File: src/rtl/lsu_mem_interface.sv
// MEM-stage load/store unit: one request/response bus transaction per access, pipeline stall, load formatting.
// Optional build macro LSU_MISALIGN_TRAP_EN: misaligned half/word accesses fault instead of being force-aligned.
module lsu_mem_interface #(
  parameter int ADDR_WIDTH = 32
) (
  input  logic                  clk,
  input  logic                  rst_n,
  input  logic                  mem_valid,
  input  logic                  mem_read,
  input  logic                  mem_write,
  input  logic [1:0]            mem_size,
  input  logic                  is_unsigned,
  input  logic [ADDR_WIDTH-1:0] mem_addr,
  input  logic [31:0]           store_data,
  output logic                  stall,
  output logic [31:0]           load_data,
  output logic                  load_valid,
  output logic                  misalign_fault,
  output logic                  bus_req,
  output logic                  bus_we,
  output logic [ADDR_WIDTH-1:0] bus_addr,
  output logic [31:0]           bus_wdata,
  output logic [3:0]            bus_wstrb,
  input  logic                  bus_gnt,
  input  logic                  bus_rvalid,
  input  logic [31:0]           bus_rdata
);

  typedef enum logic [1:0] {IDLE, REQ, RESP, DONE} state_e;

  state_e                  state_q, state_d;
  logic [ADDR_WIDTH-1:0]   addr_q, addr_d;
  logic [1:0]              size_q, size_d;
  logic                    uns_q, uns_d;
  logic                    we_q, we_d;
  logic [31:0]             wdata_q, wdata_d;
  logic [3:0]              wstrb_q, wstrb_d;
  logic [31:0]             load_q, load_d;
  logic                    fault_q, fault_d;

  logic                    access;
  logic                    trap;
  logic [ADDR_WIDTH-1:0]   aligned_addr;
  logic [31:0]             lane_wdata;
  logic [3:0]              lane_wstrb;

  assign access = mem_valid & (mem_read | mem_write);

  function automatic logic [31:0] fmt_load(input logic [31:0] rdata, input logic [1:0] off,
                                           input logic [1:0] size, input logic uns);
    logic [7:0]  b;
    logic [15:0] h;
    case (off)
      2'd0:    b = rdata[7:0];
      2'd1:    b = rdata[15:8];
      2'd2:    b = rdata[23:16];
      default: b = rdata[31:24];
    endcase
    h = off[1] ? rdata[31:16] : rdata[15:0];
    case (size)
      2'b00:   fmt_load = uns ? {24'h0, b} : {{24{b[7]}}, b};
      2'b01:   fmt_load = uns ? {16'h0, h} : {{16{h[15]}}, h};
      2'b10:   fmt_load = rdata;
      default: fmt_load = 32'h0;
    endcase
  endfunction

`ifdef LSU_MISALIGN_TRAP_EN
  assign trap = ((mem_size == 2'b01) & mem_addr[0]) | ((mem_size == 2'b10) & (|mem_addr[1:0]));
`else
  assign trap = 1'b0;
`endif

  // Forcing natural alignment is harmless in trap mode: trapped accesses never reach the bus.
  always_comb begin
    // NOTE: every combinationally assigned signal gets a default first, so no path can infer a latch.
    aligned_addr = mem_addr;
    lane_wdata   = 32'h0;
    lane_wstrb   = 4'b0000;
    case (mem_size)
      2'b00: begin
        lane_wstrb = 4'b0001 << mem_addr[1:0];
        lane_wdata = {4{store_data[7:0]}};
      end
      2'b01: begin
        aligned_addr[0] = 1'b0;
        lane_wstrb      = 4'b0011 << {mem_addr[1], 1'b0};
        lane_wdata      = {2{store_data[15:0]}};
      end
      2'b10: begin
        aligned_addr[1:0] = 2'b00;
        lane_wstrb        = 4'b1111;
        lane_wdata        = store_data;
      end
      default: ;
    endcase
  end

  always_comb begin
    state_d = state_q;
    addr_d  = addr_q;
    size_d  = size_q;
    uns_d   = uns_q;
    we_d    = we_q;
    wdata_d = wdata_q;
    wstrb_d = wstrb_q;
    load_d  = load_q;
    fault_d = fault_q;
    case (state_q)
      IDLE: begin
        if (access) begin
          addr_d  = aligned_addr;
          size_d  = mem_size;
          uns_d   = is_unsigned;
          we_d    = mem_write;
          wdata_d = lane_wdata;
          wstrb_d = lane_wstrb;
          fault_d = trap;
          if (trap || mem_size == 2'b11) begin
            state_d = DONE;
            // A reserved-size load completes immediately with zero data.
            if (!trap && !mem_write) load_d = 32'h0;
          end else begin
            state_d = REQ;
          end
        end
      end
      REQ:  if (bus_gnt) state_d = we_q ? DONE : RESP;
      RESP: begin
        if (bus_rvalid) begin
          load_d  = fmt_load(bus_rdata, addr_q[1:0], size_q, uns_q);
          state_d = DONE;
        end
      end
      DONE: begin
        state_d = IDLE;
        fault_d = 1'b0;
      end
      default: state_d = IDLE;
    endcase
  end

  // NOTE: datapath registers are reset too, because every bus and load output must read 0 in reset.
  always_ff @(posedge clk or negedge rst_n) begin
    if (!rst_n) begin
      state_q <= IDLE;
      addr_q  <= '0;
      size_q  <= 2'b00;
      uns_q   <= 1'b0;
      we_q    <= 1'b0;
      wdata_q <= 32'h0;
      wstrb_q <= 4'b0000;
      load_q  <= 32'h0;
      fault_q <= 1'b0;
    end else begin
      // NOTE: sequential state uses non-blocking assignments so all registers update together.
      state_q <= state_d;
      addr_q  <= addr_d;
      size_q  <= size_d;
      uns_q   <= uns_d;
      we_q    <= we_d;
      wdata_q <= wdata_d;
      wstrb_q <= wstrb_d;
      load_q  <= load_d;
      fault_q <= fault_d;
    end
  end

  assign stall      = access & (state_q != DONE);
  assign bus_req    = (state_q == REQ);
  assign bus_we     = we_q;
  assign bus_addr   = {addr_q[ADDR_WIDTH-1:2], 2'b00};
  assign bus_wdata  = wdata_q;
  assign bus_wstrb  = wstrb_q;
  assign load_data  = load_q;
  assign load_valid = (state_q == DONE) & ~we_q & ~fault_q;
`ifdef LSU_MISALIGN_TRAP_EN
  assign misalign_fault = (state_q == DONE) & fault_q;
`else
  assign misalign_fault = 1'b0;
`endif

endmodule

File: config.mk
export PLATFORM = sky130hd
export DESIGN_NAME = lsu_mem_interface
export DESIGN_NICKNAME = d
export VERILOG_FILES = /design/src/rtl/lsu_mem_interface.sv
export SDC_FILE = /design/constraint.sdc
export NUM_CORES = 1
export LEC_CHECK = 0
export ABC_CLOCK_PERIOD_IN_PS = 4910
export CAP_MARGIN = 20
export CORE_ASPECT_RATIO = 0.8
export CORE_MARGIN = 3
export CORE_UTILIZATION = 35
export DETAILED_ROUTE_END_ITERATION = 8
export GPL_TIMING_DRIVEN = 0
export PLACE_DENSITY = 0.68
export SYNTH_ARGS = -nofsm -noshare
export SYNTH_HDL_FRONTEND = slang
export SYNTH_SLANG_ARGS = --single-unit
File: constraint.sdc
create_clock -name clk -period 4.91 [get_ports clk]
set_input_delay 1.2275 -clock clk [delete_from_list [all_inputs] [get_ports clk]]
set_output_delay 1.2275 -clock clk [all_outputs]
set_load 0.02 [all_outputs]
## Word level (Yosys, flattened, before mapping)

Cells that the tools add are included.

| cells by class | value |
|---|---|
| equal/unequal tests | 16 |
| shift-type cells | 2 |
| multiplexer cells | 22 |
| bitwise operators | 7 |
| reductions and logical operators | 11 |

Operators with widths:

| operator | count |
|---|---|
| two-way mux 32 bit | 6 |
| one-hot mux 32 bit (3 select lines) | 2 |
| one-hot mux 32 bit (2 select lines) | 1 |
| one-hot mux 8 bit (3 select lines) | 1 |
| two-way mux 16 bit | 1 |
| == test 2 bit (second input constant) | 6 |
| one-hot mux 4 bit (3 select lines) | 1 |
| inequality test 2 bit (second input constant) | 5 |
| == test 2 x 1 -> 1 bit (second input constant) | 4 |
| zero test 2 bit | 4 |
| two-way mux 2 bit | 4 |
| one-hot mux 2 bit (4 select lines) | 1 |
| AND reduction 5 bit | 1 |
| bitwise AND 1 bit | 4 |
| two-way mux 1 bit | 4 |
| AND reduction 2 bit | 2 |
| nonzero test 2 bit | 2 |
| left shift 1 x 2 -> 4 bit (first input constant) | 1 |
| left shift 2 x 2 -> 4 bit (first input constant) | 1 |
| AND reduction 3 bit | 1 |
| inequality test 2 x 1 -> 1 bit (second input constant) | 1 |
| inverter 1 bit | 2 |
| one-hot mux 1 bit (2 select lines) | 1 |
| OR reduction 2 bit | 1 |
| OR 1 bit | 1 |

| word-level totals | value |
|---|---|
| flip-flop bits (word level) | 107 |
| output and inout port bits | 105 |

## Logic depth before layout (Yosys ltp)

| depth | value |
|---|---|
| depth after elaboration | 6 |
| gate-level depth with buffers | 8 |

## Least setup slack after synthesis

No wires, ideal clock.

| path | value |
|---|---|
| path type | input to output |
| from | in mem_read |
| to | out stall |
| arrival | 1.642 ns |
| slack | 2.041 ns |
| stages on the path | 2 |
| path buffers | 0 |
| cells stage by stage | o21ai_0 nor2_1 |

| between the ends | value |
|---|---|
| cells in the longest elaborated chain, start to end | 3 |

RTL lines:

| what | RTL line | RTL |
|---|---|---|
| from (decl) | 9 | `input logic mem_read,` |
| OR 1 bit | 47 | `assign access = mem_valid & (mem_read \| mem_write);` |
| bitwise AND 1 bit | 47 |  |
| bitwise AND 1 bit | 169 | `assign stall = access & (state_q != DONE);` |
| to (decl) | 15 | `output logic stall,` |

No other way between the ends.

## Worst setup path after layout

| path | value |
|---|---|
| from | in mem_write |
| to | out stall |

| between the ends | value |
|---|---|
| cells in the longest elaborated chain, start to end | 3 |

RTL lines:

| what | RTL line | RTL |
|---|---|---|
| from (decl) | 10 | `input logic mem_write,` |
| OR 1 bit | 47 |  |
| bitwise AND 1 bit | 47 |  |
| bitwise AND 1 bit | 169 |  |

No other way between the ends.

==> results by group <==
Clock tree
  – Clock latency at the later pin of the worst-skew pair: 0.35 ns
  – Maximum count of clock buffers along a single path: 2
  – Number of H-tree levels: 3
  – Buffer count from post-CTS setup fixing: 0
  – Sink count of the clock tree: 106
  – Resize count post-CTS: 0
  – Number of buffers added to fix hold violations after cts: 0
  – Clock input transition at the sequential cells of the worst setup and hold paths: about 0.070 ns
  – Clock root buffer master: sky130_fd_sc_hd__clkbuf_16
  – Inserted Clock Buffers: 9
  – CTS tree: yes

Synth
  – Cell count after synthesis: around 490
  – Syn. warnings: 0
  – Top FF cell, synth: sky130_fd_sc_hd__dfrtp_1
  – Post-synthesis cell area: approximately 5400 µm²
  – Number of synthesized register bits: 106
  – Sequential fraction of the synthesis area: 0.492
  – Cell types occupying the most area after synthesis: sky130_fd_sc_hd__dfrtp_1 (49%), sky130_fd_sc_hd__mux2_2 (6.9%), sky130_fd_sc_hd__buf_4 (4.6%), sky130_fd_sc_hd__nand2_1 (3.9%), sky130_fd_sc_hd__o31ai_1 (3.8%)
  – Number of synthesized flops with an enable pin: 0
  – Average size of a mapped cell: 11.0 µm²
  – Biggest area consumer among synthesized cells: sky130_fd_sc_hd__dfrtp_1
  – Yosys cell types: 45
  – Area share of the leading cell type in the synthesized netlist: 0.492
  – Share of flip-flops with an asynchronous set or reset after synthesis: 1.00

Route
  – Post-DR wirelength/cell: between 15 and 20 µm
  – DRC marker count from the first detailed-route iteration: 508
  – Router iterations before antenna repair: 7
  – Number of nets with antenna violations after routing: 0
  – Drt via density: 5.35
  – Wire length after detailed routing: 17200 µm
  – Via total after detailed routing: 4922
  – Post-route DRC: 0

Global route
  – Initial antenna violation count: 0
  – Aggregate global routing overflow: 0
  – Total global routing track utilization: 0.201
  – Maximum number of pins on one net before global-route repair: 59
  – Wire length of the first global-routing pass: 26400 µm
  – Number of global-route vias before repair: 4875

STA
  – Final worst clock skew: 0.00857 ns
  – Max-slew violation count: 0
  – Setup violators final: 0
  – Minimum clock period after layout: 3.95 ns
  – Slew margin rel.: 0.395
  – Tcrit/Tclk final: 0.805
  – Worst hold slack: approximately 0.48 ns
  – Number of endpoints with negative hold slack in the final report: 0
  – Achievable frequency: 253 MHz
  – Setup repair after global routing missed its margin: no
  – Slew at the pin closest to its max-slew limit: 0.901 ns

Setup path
  – Number of cells traversed by the worst register-to-register path: 8
  – Cells along the critical path: clkdlybuf4s50_1, o21ai_0, nor2_1, clkdlybuf4s50_1
  – Crit. End Element: primary output
  – Reg-to-Reg Start: state_q[0]$_DFFE_PN0P_
  – Crit path required time: between 3 and 4 ns
  – Critical Path Slowest Stage Cell: sky130_fd_sc_hd__clkdlybuf4s50_1
  – End of the worst register-to-register path: load_data[24]$_DFFE_PN0P_
  – Worst R2R Setup Slack: around 2.5 ns
  – Max incr delay on CP: 0.55 ns
  – Type of origin of the critical path: input pin
  – CP Data Arrival Time: 2.72 ns
  – Most common cell type on the critical path: sky130_fd_sc_hd__clkdlybuf4s50_1
  – Category of cells accounting for the largest share of critical-path delay: buffers and inverters
  – Stages on worst setup path: 4
  – Timing startpoint of the critical path: mem_write
  – Timing endpoint of the critical path: stall
  – Critical-path maximum fanout: 5
  – CP bufs+invs: 2
  – Category of the critical setup timing path: input pin to primary output

Die
  – Die W: roughly 140 µm
  – Core footprint: 14700 µm²
  – Die Outline Area: 16900 µm²
  – Number of cell rows: 39
  – Floorplan die height: 117 µm
  – Initial Utilization: 0.367
  – Top-Level Pins: 211

Placement
  – HPWL after detailed placement: 13300 µm
  – Final estimated routing congestion in global placement: 0.922
  – Port Buf Inserts: just over 200

Power
  – Leakage power figure: approximately 3.4 nW
  – Switching portion of total power: 0.396
  – Clock network fraction of total power: 0.137
  – Power density of the placed cells: between 600 and 700 nW/µm²
  – Combinational fraction of design power: 0.559
  – Internal: about 0.0030 W
  – Final Power: between 0.005 and 0.006 W
  – Peak VDD IR: ~340 µV
  – Sequential group share of total power: 0.303
  – Total net switching power: 0.00199 W

Cells and area
  – Ratio of cells with drive above 1 in the final layout: 0.138
  – Layout net count: between 800 and 900
  – Area of the multi-input gates: 2270 µm²
  – Area used by sequential logic in the layout: 2650 µm²
  – Fillcell total: 1272
  – Commonest non-fill, non-tap cell in the layout: sky130_fd_sc_hd__clkdlybuf4s50_1
  – Number of antenna diodes: 0
  – Final Core Density: 0.547
  – Area growth from synthesis to layout: 48.9%
  – Leading cell types in the layout, fill and taps excluded: sky130_fd_sc_hd__clkdlybuf4s50_1 (206), sky130_fd_sc_hd__dfrtp_1 (106), sky130_fd_sc_hd__nand2_1 (56)

Hold path
  – Hold Path Class: flip-flop to flip-flop
  – Source of the worst hold timing path: bus_wstrb[3]$_DFFE_PN0P_

Status
  – Outcome: finished clean

Flow run
  – Number of maximum-capacitance violations: 0
final cells by class:
cell class	count	area share
buffer	75	0.0520
inverter	15	0.00701
tap	205	0.0319
sequential	106	0.330
clock inverter	7	0.00639
multi-input combinational	295	0.283
timing repair buffer	208	0.261
clock buffer	9	0.0281
power groups by stage:
| stage | combinational, W | clock (W) | sequential (W) |
|---|---|---|---|
| after floorplan | 0.00135 | 0 | 0.00177 |
| after global placement | 0.00275 | 0 | 0.00152 |
| after detailed placement | 0.00280 | 0 | 0.00154 |
| after CTS | 0.00282 | 0.000711 | 0.00153 |
| after global routing | 0.00302 | 0.000743 | 0.00158 |
| final | 0.00281 | 0.000690 | 0.00153 |
sequential cells by signal (all words and copies together) (netlist names):
signal / count
addr_q: 32
bus_we: 1
size_q: 2
bus_wstrb: 4
load_data: 32
state_q: 2
uns_q: 1
bus_wdata: 32
tightest hold or removal path, cell delays in order (launching register included):
cell	delay (ns)
sky130_fd_sc_hd__dfrtp_1	0.35
sky130_fd_sc_hd__nand2_1	0.05
sky130_fd_sc_hd__o31ai_1	0.05
Yosys cell counts, types with 2 or more instances:
| library cell | n |
|---|---|
| sky130_fd_sc_hd__a21oi_1 | 11 |
| sky130_fd_sc_hd__dfrtp_1 | 106 |
| sky130_fd_sc_hd__inv_1 | 15 |
| sky130_fd_sc_hd__o2bb2ai_1 | 8 |
| sky130_fd_sc_hd__mux2i_1 | 10 |
| sky130_fd_sc_hd__o211ai_1 | 10 |
| sky130_fd_sc_hd__nor2b_1 | 5 |
| sky130_fd_sc_hd__nand2_1 | 56 |
| sky130_fd_sc_hd__a221o_1 | 16 |
| sky130_fd_sc_hd__a32oi_1 | 8 |
| sky130_fd_sc_hd__o221ai_1 | 8 |
| sky130_fd_sc_hd__o21ai_0 | 12 |
| sky130_fd_sc_hd__a222oi_1 | 8 |
| sky130_fd_sc_hd__ha_1 | 9 |
| sky130_fd_sc_hd__buf_2 | 4 |
| sky130_fd_sc_hd__mux2_2 | 33 |
| sky130_fd_sc_hd__nand2b_1 | 5 |
| sky130_fd_sc_hd__mux4_2 | 7 |
| sky130_fd_sc_hd__or2_2 | 3 |
| sky130_fd_sc_hd__o41ai_1 | 2 |
| sky130_fd_sc_hd__a22oi_1 | 16 |
| sky130_fd_sc_hd__buf_4 | 33 |
| sky130_fd_sc_hd__nor2_1 | 11 |
| sky130_fd_sc_hd__o31ai_1 | 27 |
| sky130_fd_sc_hd__buf_1 | 5 |
| sky130_fd_sc_hd__a22o_1 | 8 |
| sky130_fd_sc_hd__clkbuf_1 | 32 |
| sky130_fd_sc_hd__or2_0 | 2 |
| sky130_fd_sc_hd__nand3_1 | 3 |
layer usage:
metal  wire, µm  GRT usage  up-vias
li1           -          -     2226
met1       7540      0.288     2387
met2       7710      0.303      290
met3       1800     0.0609       19
met4        191     0.0423        0
met5          0          0        -
kinds of logic after synthesis:
group           share of synthesized area
flops                               0.492
buf+inv                            0.0880
other cells                      0.000696
fa+ha+maj                          0.0209
compound gates                      0.205
mux                                 0.117
simple gates                       0.0764
through the flow:
step / instances / setup slack, ns / instance area [µm²] / TNS, ns
finish: 920 / 0.958 / 8030 / 0
global route: 920 / 0.904 / 8030 / 0
CTS: 920 / 0.965 / 8030 / 0
detailed placement: 904 / 0.982 / 7750 / 0
global placement: 903 / -1.38 / 7730 / -145.16
floorplan: 491 / 2.04 / 5400 / 0
how the worst min path moves through the flow:
stage,depth (start not counted),slack [ns],end
2_1_floorplan,1,0.48,addr_q[2]$_DFFE_PN0P_
3_3_place_gp,2,0.47,bus_wstrb[1]$_DFFE_PN0P_
3_5_place_dp,2,0.47,bus_wstrb[3]$_DFFE_PN0P_
6_report,2,0.48,bus_wstrb[3]$_DFFE_PN0P_
5_1_grt,2,0.51,bus_wdata[21]$_DFFE_PN0P_
4_1_cts,2,0.48,bus_wstrb[3]$_DFFE_PN0P_
Power figures use the tool's default switching activity.
